### src/rtl/divider_controller_pkg.sv
// Purpose: shared FSM state encoding and default widths for the divider controller slice.
// Latency: n/a (types and constants only).
// Backpressure: n/a.
package divider_controller_pkg;

    localparam int DEF_DATA_WIDTH    = 32;
    localparam int DEF_COUNTER_WIDTH = 6;

    typedef enum logic [2:0] {
        ST_IDLE  = 3'd0,
        ST_INIT  = 3'd1,
        ST_ITER  = 3'd2,
        ST_DRAIN = 3'd3,
        ST_RESP  = 3'd4
    } state_t;

endpackage

### src/rtl/divider_controller_datapath.sv
// Purpose: shift/subtract divider datapath; one step per control pulse, result = floor(a/(2*b)).
// Latency: initialize takes 1 cycle, then DATA_WIDTH step pulses until done.
// Backpressure: none; it only moves when the controller pulses initialize/load_divident/sh_en.
module divider_datapath #(
    parameter int DATA_WIDTH    = 32,
    parameter int COUNTER_WIDTH = 6
) (
    input  logic                  CLK,
    input  logic                  RST,
    input  logic                  initialize,
    input  logic                  load_divident,
    input  logic                  sh_en,
    input  logic [DATA_WIDTH-1:0] dividend,
    input  logic [DATA_WIDTH-1:0] divisor,
    output logic                  done,
    output logic                  divident_gt_divisor,
    output logic [DATA_WIDTH-1:0] result
);

    // Remainder, divisor aligned one position above the operand, quotient shift register, step count.
    logic [DATA_WIDTH-1:0]   rem;
    logic [2*DATA_WIDTH-1:0] div_shift;
    logic [DATA_WIDTH-1:0]   quo;
    logic [COUNTER_WIDTH-1:0] cnt;

    // The divisor starts at b*2^W and halves each step, so the last compare is at b*2; hence a/(2b).
    assign divident_gt_divisor = {{DATA_WIDTH{1'b0}}, rem} >= div_shift;
    assign done                = (cnt == COUNTER_WIDTH'(DATA_WIDTH));
    assign result              = quo;

    // Step registers: initialize loads operands, load_divident subtracts and shifts in 1, sh_en shifts in 0.
    always_ff @(posedge CLK or negedge RST) begin
        if (!RST) begin
            rem       <= '0;
            div_shift <= '0;
            quo       <= '0;
            cnt       <= '0;
        end else if (initialize) begin
            rem       <= dividend;
            div_shift <= {divisor, {DATA_WIDTH{1'b0}}};
            quo       <= '0;
            cnt       <= '0;
        end else if (load_divident) begin
            rem       <= rem - div_shift[DATA_WIDTH-1:0];
            div_shift <= div_shift >> 1;
            quo       <= {quo[DATA_WIDTH-2:0], 1'b1};
            cnt       <= cnt + 1'b1;
        end else if (sh_en) begin
            div_shift <= div_shift >> 1;
            quo       <= {quo[DATA_WIDTH-2:0], 1'b0};
            cnt       <= cnt + 1'b1;
        end
    end

endmodule

### src/rtl/divider_controller.sv
// Purpose: FSM sequencing one divider_datapath run per request, with abort/drain and divide-by-zero shortcut.
// Latency: div_valid rises DATA_WIDTH+3 cycles after an accepted start (1 cycle for a zero divisor).
// Backpressure: result held in RESP with div_valid until div_ack; div_start ignored while busy.
module divider_controller
    import divider_controller_pkg::*;
#(
    parameter int DATA_WIDTH    = DEF_DATA_WIDTH,
    parameter int COUNTER_WIDTH = DEF_COUNTER_WIDTH
) (
    input  logic                  CLK,
    input  logic                  RST,
    input  logic                  div_start,
    input  logic [DATA_WIDTH-1:0] dividend,
    input  logic [DATA_WIDTH-1:0] divisor,
    input  logic                  div_abort,
    input  logic                  div_ack,
    output logic                  div_busy,
    output logic                  div_valid,
    output logic [DATA_WIDTH-1:0] quotient,
    output logic                  div_by_zero
);

    state_t                state, state_nxt;
    logic [DATA_WIDTH-1:0] op_a, op_b;
    logic                  initialize, load_divident, sh_en;
    logic                  done, divident_gt_divisor;
    logic [DATA_WIDTH-1:0] dp_result;

    divider_datapath #(
        .DATA_WIDTH   (DATA_WIDTH),
        .COUNTER_WIDTH(COUNTER_WIDTH)
    ) u_datapath (
        .CLK                (CLK),
        .RST                (RST),
        .initialize         (initialize),
        .load_divident      (load_divident),
        .sh_en              (sh_en),
        .dividend           (op_a),
        .divisor            (op_b),
        .done               (done),
        .divident_gt_divisor(divident_gt_divisor),
        .result             (dp_result)
    );

    assign div_busy  = (state != ST_IDLE);
    assign div_valid = (state == ST_RESP);

    // State register.
    always_ff @(posedge CLK or negedge RST) begin
        if (!RST) begin
            state <= ST_IDLE;
        end else begin
            state <= state_nxt;
        end
    end

    // Next state and datapath controls; at most one control is raised per cycle, never a step on done.
    always_comb begin
        state_nxt     = state;
        initialize    = 1'b0;
        load_divident = 1'b0;
        sh_en         = 1'b0;
        case (state)
            ST_IDLE: begin
                if (div_start) begin
                    state_nxt = (divisor != '0) ? ST_INIT : ST_RESP;
                end
            end
            ST_INIT: begin
                initialize = 1'b1;
                state_nxt  = div_abort ? ST_DRAIN : ST_ITER;
            end
            ST_ITER: begin
                if (!done) begin
                    load_divident = divident_gt_divisor;
                    sh_en         = !divident_gt_divisor;
                end
                // Abort beats a simultaneous done so the result is discarded.
                if (div_abort) begin
                    state_nxt = ST_DRAIN;
                end else if (done) begin
                    state_nxt = ST_RESP;
                end
            end
            ST_DRAIN: begin
                // Run the step counter out so the datapath ends in a known, finished state.
                if (!done) begin
                    sh_en = 1'b1;
                end else begin
                    state_nxt = ST_IDLE;
                end
            end
            ST_RESP: begin
                if (div_ack) begin
                    state_nxt = ST_IDLE;
                end
            end
            default: begin
                state_nxt = ST_IDLE;
            end
        endcase
    end

    // Operand latch on an accepted start with a non-zero divisor.
    always_ff @(posedge CLK or negedge RST) begin
        if (!RST) begin
            op_a <= '0;
            op_b <= '0;
        end else if (state == ST_IDLE && div_start && divisor != '0) begin
            op_a <= dividend;
            op_b <= divisor;
        end
    end

    // Result registers: all-ones on zero divisor, datapath result on normal completion.
    always_ff @(posedge CLK or negedge RST) begin
        if (!RST) begin
            quotient    <= '0;
            div_by_zero <= 1'b0;
        end else if (state == ST_IDLE && div_start && divisor == '0) begin
            quotient    <= '1;
            div_by_zero <= 1'b1;
        end else if (state == ST_ITER && done && !div_abort) begin
            quotient    <= dp_result;
            div_by_zero <= 1'b0;
        end
    end

endmodule

### config.mk
export PLATFORM = sky130hd
export DESIGN_NAME = divider_controller
export DESIGN_NICKNAME = d
export VERILOG_FILES = /design/src/rtl/divider_controller_pkg.sv /design/src/rtl/divider_controller_datapath.sv /design/src/rtl/divider_controller.sv
export SDC_FILE = /design/constraint.sdc
export NUM_CORES = 1
export LEC_CHECK = 0
export ABC_AREA = 1
export CAP_MARGIN = 15
export CORE_AREA = 2 2 163 165
export CTS_BUF_LIST = sky130_fd_sc_hd__clkbuf_16
export CTS_CLUSTER_DIAMETER = 30
export DETAILED_ROUTE_END_ITERATION = 10
export DIE_AREA = 0 0 165 167
export PLACE_DENSITY = 0.69
export REMOVE_ABC_BUFFERS = 1
export SLEW_MARGIN = 30
export SYNTH_ARGS = -nofsm -noshare
export SYNTH_HDL_FRONTEND = slang
export SYNTH_SLANG_ARGS = --single-unit
### constraint.sdc
create_clock -name CLK -period 2 [get_ports CLK]
set_input_delay 0.3 -clock CLK [delete_from_list [all_inputs] [get_ports CLK]]
set_output_delay 0.3 -clock CLK [all_outputs]
set_load 0.03 [all_outputs]
# Yosys cells after proc, flatten, opt, wreduce, memory -nomap -nowiden
# Cells that the tools add are included.
[classes] n_addsub=2 magnitude_cmp=1 eq_ne=9 mux=29 n_reduce_logical=15
[ops] op="$mux 32" n=7
[ops] op="$mux 64" n=3
[ops] op="$ge 32x64->1" n=1
[ops] op="$logic_not 32->1" n=1
[ops] op="$reduce_bool 32->1" n=1
[ops] op="$sub 32x32->32" n=1
[ops] op="$mux 3" n=6
[ops] op="$mux 6" n=3
[ops] op="$pmux 3 s5" n=1
[ops] op="$mux 1" n=8
[ops] op="$add 6x1->6 const B" n=1
[ops] op="$eq 3x2->1 const B" n=2
[ops] op="$eq 6x6->1 const B" n=1
[ops] op="$ne 2x2->1 const B" n=3
[ops] op="$reduce_bool 3->1" n=2
[ops] op="$logic_and 1x1->1" n=5
[ops] op="$reduce_and 4->1" n=1
[ops] op="$reduce_bool 2->1" n=2
[ops] op="$eq 3x1->1 const B" n=1
[ops] op="$eq 3x3->1 const B" n=1
[ops] op="$logic_not 3->1" n=1
[ops] op="$ne 3x3->1 const B" n=1
[ops] op="$logic_not 1->1" n=2
[ops] op="$pmux 1 s2" n=1
[word_totals] regBits=234 inputBits=69 output_inout_bits=35 wordCells=65

# Longest topological paths before layout
[depth] depth_word=7 depth_mapped=17 ltp_nobuf=17

# Modules after synthesis
# From an unflattened synthesis, not the netlist that was laid out.
[hier_totals] cells_unflattened=1420 area_unflattened_um2=11969.0
[by_module_without_submodules] module="divider_datapath" n_inst=1 cells_per_inst=946 area_each_um2=7738.7 seq_area_each_um2=3353.2
[by_module_without_submodules] module="divider_controller" n_inst=1 cells_per_inst=474 area_each_um2=4230.3 seq_area_each_um2=2502.4

# Worst setup path after synthesis
# Ideal clock, no wire load.
[synth_path] path_type="register to register" from="register u_datapath.div_shift[0]" to="register u_datapath.rem[16]" setup_ps=121 t_arrival_ps=1952 t_required_ps=1879 slack_ps=-73 path_stages_with_launch=16 path_buffers=1 synth_period_minus_slack_ps=2073 cell_sequence="dfrtp_1 -> ha_1 -> fa_1 -> inv_1 -> nand2_1 -> nand2_1 -> nand3_2 -> nand2_2 -> nand2_2 -> nand3_2 -> nand2_2 -> nand2_4 -> nand3_4 -> buf_6 -> nand3_2 -> nand3_2"
[synth_between] elab_chain_cells=4 elab_cells_between_ends=7 cone_classes="add/sub (1); order compare (1); mux (4); reduce/logical (1)"
[synth_rtl] element="from (decl)" line_no="divider_controller_datapath.sv:22" text="logic [2*DATA_WIDTH-1:0] div_shift;"
[synth_rtl] element="from (signal assigned)" line_no="divider_controller_datapath.sv:40" text="div_shift <= {divisor, {DATA_WIDTH{1'b0}}};"
[synth_rtl] element="from (signal assigned)" line_no="divider_controller_datapath.sv:45" text="div_shift <= div_shift >> 1;"
[synth_rtl] element="from (signal assigned)" line_no="divider_controller_datapath.sv:49" text="div_shift <= div_shift >> 1;"
[synth_rtl] element="$ge 32x64->1" line_no="divider_controller_datapath.sv:27" text="assign divident_gt_divisor = {{DATA_WIDTH{1'b0}}, rem} >= div_shift;"
[synth_rtl] element="$mux 1" line_no="divider_controller.sv:74" text="if (!done) begin"
[synth_rtl] element="$mux 1" line_no="divider_controller.sv:63" text="case (state)"
[synth_rtl] element="$reduce_bool 2->1 (no source line)"
[synth_rtl] element="to (signal assigned)" line_no="divider_controller_datapath.sv:39" text="rem <= dividend;"
[synth_rtl] element="to (signal assigned)" line_no="divider_controller_datapath.sv:44" text="rem <= rem - div_shift[DATA_WIDTH-1:0];"
[synth_rtl] element="to (decl)" line_no="divider_controller_datapath.sv:21" text="logic [DATA_WIDTH-1:0] rem;"
# Parallel ways exist; a longest one is shown, timed or not. The select of a mux whose other input is x is not followed.
# A chain may end at the register's enable or synchronous reset.

# Worst setup path after layout
[layout_path] from="register u_datapath.rem[13]" to="register u_datapath.rem[6]"
[layout_between] elab_chain_cells=4
[layout_rtl] element="$ge 32x64->1" line_no="divider_controller_datapath.sv:27"
[layout_rtl] element="$mux 1" line_no="divider_controller.sv:74"
[layout_rtl] element="$mux 1" line_no="divider_controller.sv:63"
[layout_rtl] element="$reduce_bool 2->1 (no source line)"
# Every way passes these cells.

==> summary.md <==
| Metric | Value |
|---|---|
| Relative slew margins | 0.731 |
| Max stage delay on crit path | 0.42 ns |
| Initial Util | 0.492 |
| Crit path max fanout | 8 |
| IO buf count | 103 |
| Gate power share | 0.498 |
| # DRC | 0 |
| Max VDD drop | 1.45 mV |
| Top-area cell type share of the netlist area | 0.462 |
| Global Route Usage Sum | 0.252 |
| Startpoint Class | flop |
| PwrDens | 1780 mW/mm^2 |
| RSZ-0062 raised after global routing | true |
| Post-Place Cells | 2,149 |
| ANT cells | 0 |
| Clock group share of total power | 0.274 |
| Reg power frac | 0.228 |
| Global-route wire length before repair | 56.3 mm |
| Ys flop type | dfrtp_1 |
| Number of synthesized register bits | 234 |
| DR WL/cell | 14.9 um |
| Core footprint | roughly 0.026 sq mm |
| Dpl hpwl | around 23 mm |
| Status | finished with violations |
| Worst Path Arrival | between 2 and 3 ns |
| Vias per cell | 5.06 |
| Final Hold Fails | 0 |
| Top-count cell post-synth | nand2_1 |
| Htree depth | 2 |
| Critical path endpoint category | flop |
| Vias in the first global route | 11,800 |
| Clk slew on worst S/H paths | 0.05 ns |
| Failing checks | negative setup slack |
| Largest net degree at the start of global routing | 80 |
| Non-filler cells, final | 2,262 |
| Commonest cells in the netlist | nand2_1, inv_1, dfrtp_1 |
| Final Power | 31,300 uW |
| Synth cell types | 43 |
| Fmax | 0.443 GHz |
| Num CTS Buffers | 56 |
| Final antenna-violating net count | 0 |
| Min Tclk post-route | roughly 2.3 ns |
| Yosys top cell by area | dfrtp_1 |
| Nets | between 1,500 and 2,000 |
| Hold WC Path Type | in -> async |
| Warnings from Yosys | 0 |
| Sw frac | 0.414 |
| Skew final | 0.0486 ns |
| Post-synth EDFFs | 0 |
| DR iter-0 viols | 645 |
| Final WS setup | -0.259 ns |
| CP Data Required Time | 2.46 ns |
| Mapped Area | 0.0127 sq mm |
| Period utilization | 1.13 |
| First-pass DRT Iterations | 7 |
| Switch Pwr | 13,000 uW |
| Seq/Total Area, Yosys | 0.462 |
| Synth top area cells | dfrtp_1, nand2_1, inv_1 |
| Syn avg cell area | 7.97 sq um |
| Die width | 165 um |
| Die footprint | 0.0276 sq mm |
| Layout cells sized above 1 | 0.221 |
| Buf/Inv on CP | 2 |
| Clock Tree Buf Depth | 3 |
| FFs w/ async S/R, synth | 1.00 |
| Placer congestion estimate | 0.898 |
| CP max-delay cell | dfrtp_1 |
| Drt total wl | around 34 mm |
| Crit Path Class | reg -> reg |
| Slew of the pin with the lowest slew margin | 0.402 ns |
| Io pins | 104 |
| Count of final setup violators | 32 |
| Pleak | 0.00904 uW |
| Area growth syn-to-layout | 38.7% |
| Top delay family on crit path | simple AND/OR/NAND/NOR gates |
| Root Driver | clkbuf_16 |
| CTS tree | built |
| Worst R2R Setup Slack | -0.26 ns |
| Slew Viols, Final | 0 |
| CTS Sinks | 234 |
| P_int | approximately 18,000 uW |
| Total grt overflow | 0 |
| Row count | 59 |
| DR vias | 11,400 |
| CP dominant cell by count | nand3_2 |
| Clock Latency Late Sink | 0.58 ns |
| Initial antenna violation count | 0 |
| Max Cap Viol | 0 |
| Mapped Cells | 1,591 |
| Crit-path cells | ha_4 > nand2_1 > nor2_2 > inv_2 > nor2_4 > nand3_1 > nand3_2 > nand2_2 > nand2_4 > nand3_4 > clkbuf_16 > nand3_2 > nand3_2 |
| Die height | 167 um |
cell usage in the layout (no fill, tap or decap), drive strengths merged, types with 28 or more instances in the layout:
| cell | synthesis | final |
|---|---|---|
| o211ai | 32 | 32 |
| nand3 | 113 | 113 |
| nand2 | 464 | 464 |
| clkdlybuf4s50 | 0 | 100 |
| o22ai | 63 | 63 |
| o21ai | 129 | 129 |
| ha | 34 | 34 |
| clkinv | 1 | 28 |
| nor2 | 67 | 67 |
| clkbuf | 19 | 57 |
| buf | 43 | 194 |
| dfrtp | 234 | 234 |
| inv | 292 | 302 |
sequential cells by signal, indices dropped and copies added (netlist names):
name,count
div_by_zero,1
op_a,32
op_b,32
quotient,32
state,3
u_datapath.cnt,6
u_datapath.div_shift,64
u_datapath.rem,32
u_datapath.result,32
final cells by class:
type	count	area, sq um
Tap cell	335	419
Clock buffer	56	1400
Multi-Input combinational cell	1002	5600
Timing Repair Buffer	298	2800
Fill cell	2088	8160
Inverter	293	1100
Sequential cell	234	5860
Clock inverter	44	415
metrics by stage:
step	TNS [ns]	utilization	hold WS [ns]	worst slack, ns	cell area (sq um)
finish	-7.35	0.683	0.231	-0.259	17600
global route	-11.23	0.683	0.250	-0.361	17600
CTS	-6.87	0.675	0.218	-0.257	17400
detailed placement	-29.53	0.597	0.229	-0.328	15400
global placement	-20.49	0.597	0.227	-0.234	15400
floorplan	-601.70	-	0.00441	-4.77	12300
logic make-up (layout without fill, tap and decap cells):
family,count (synthesis),in the layout,synth area share
and+or+nand+nor,697,697,0.261
buffers and inverters,355,691,0.118
AOI/OAI and AO/OA,254,254,0.114
DFF,234,234,0.462
adders and majority gates,35,35,0.0351
xor gates and xnor gates,16,16,0.0110
power groups by stage:
stage / Combinational [uW] / Sequential (uW) / Clock, uW
2_1_floorplan: 8350 / 7240 / 0
3_3_place_gp: 14500 / 7060 / 0
3_5_place_dp: 14800 / 7100 / 0
4_1_cts: 15300 / 7090 / 8680
5_1_grt: 17400 / 7280 / 8970
6_report: 15600 / 7130 / 8580
routing by layer:
layer	part of all wire	vias to the layer above	track usage
met5	0	-	0
met4	0.025	0	0.0858
met3	0.041	64	0.0428
met2	0.49	232	0.417
met1	0.45	5452	0.335
li1	-	5689	-
worst paths after layout:
kind                                                start                            end  cells past startpoint
hold reg to reg                       op_a[9]$_DFFE_PN0P_            op_a[9]$_DFFE_PN0P_                      2
min in group CLK                             dividend[25]           op_a[25]$_DFFE_PN0P_                      3
setup / recovery           u_datapath.rem[13]$_DFFE_PN0P_  u_datapath.rem[6]$_DFFE_PN0P_                     13
setup reg to reg           u_datapath.rem[13]$_DFFE_PN0P_  u_datapath.rem[6]$_DFFE_PN0P_                     13
hold / removal                                        RST           op_a[25]$_DFFE_PN0P_                      2
max in group asynchronous                             RST           state[1]$_DFFE_PN0P_                      3
worst register-to-register path: stages, from the launching register on:
cell,delay [ns]
dfrtp_1,0.42
ha_4,0.30
nand2_1,0.10
nor2_2,0.18
inv_2,0.08
nor2_4,0.16
nand3_1,0.13
nand3_2,0.11
nand2_2,0.07
nand2_4,0.09
nand3_4,0.17
clkbuf_16,0.24
nand3_2,0.08
nand3_2,0.06
what timing repair did:
item                                   4_1_cts  5_1_grt
setup endpoints to repair                   39       90
resized for setup                           23       28
setup buffers                                5        4
cloned                                       2        1
endpoints found under the hold margin      118        0
hold buffers                                 1        0
pin swaps                                    2        9
Power figures use the tool's default switching activity.
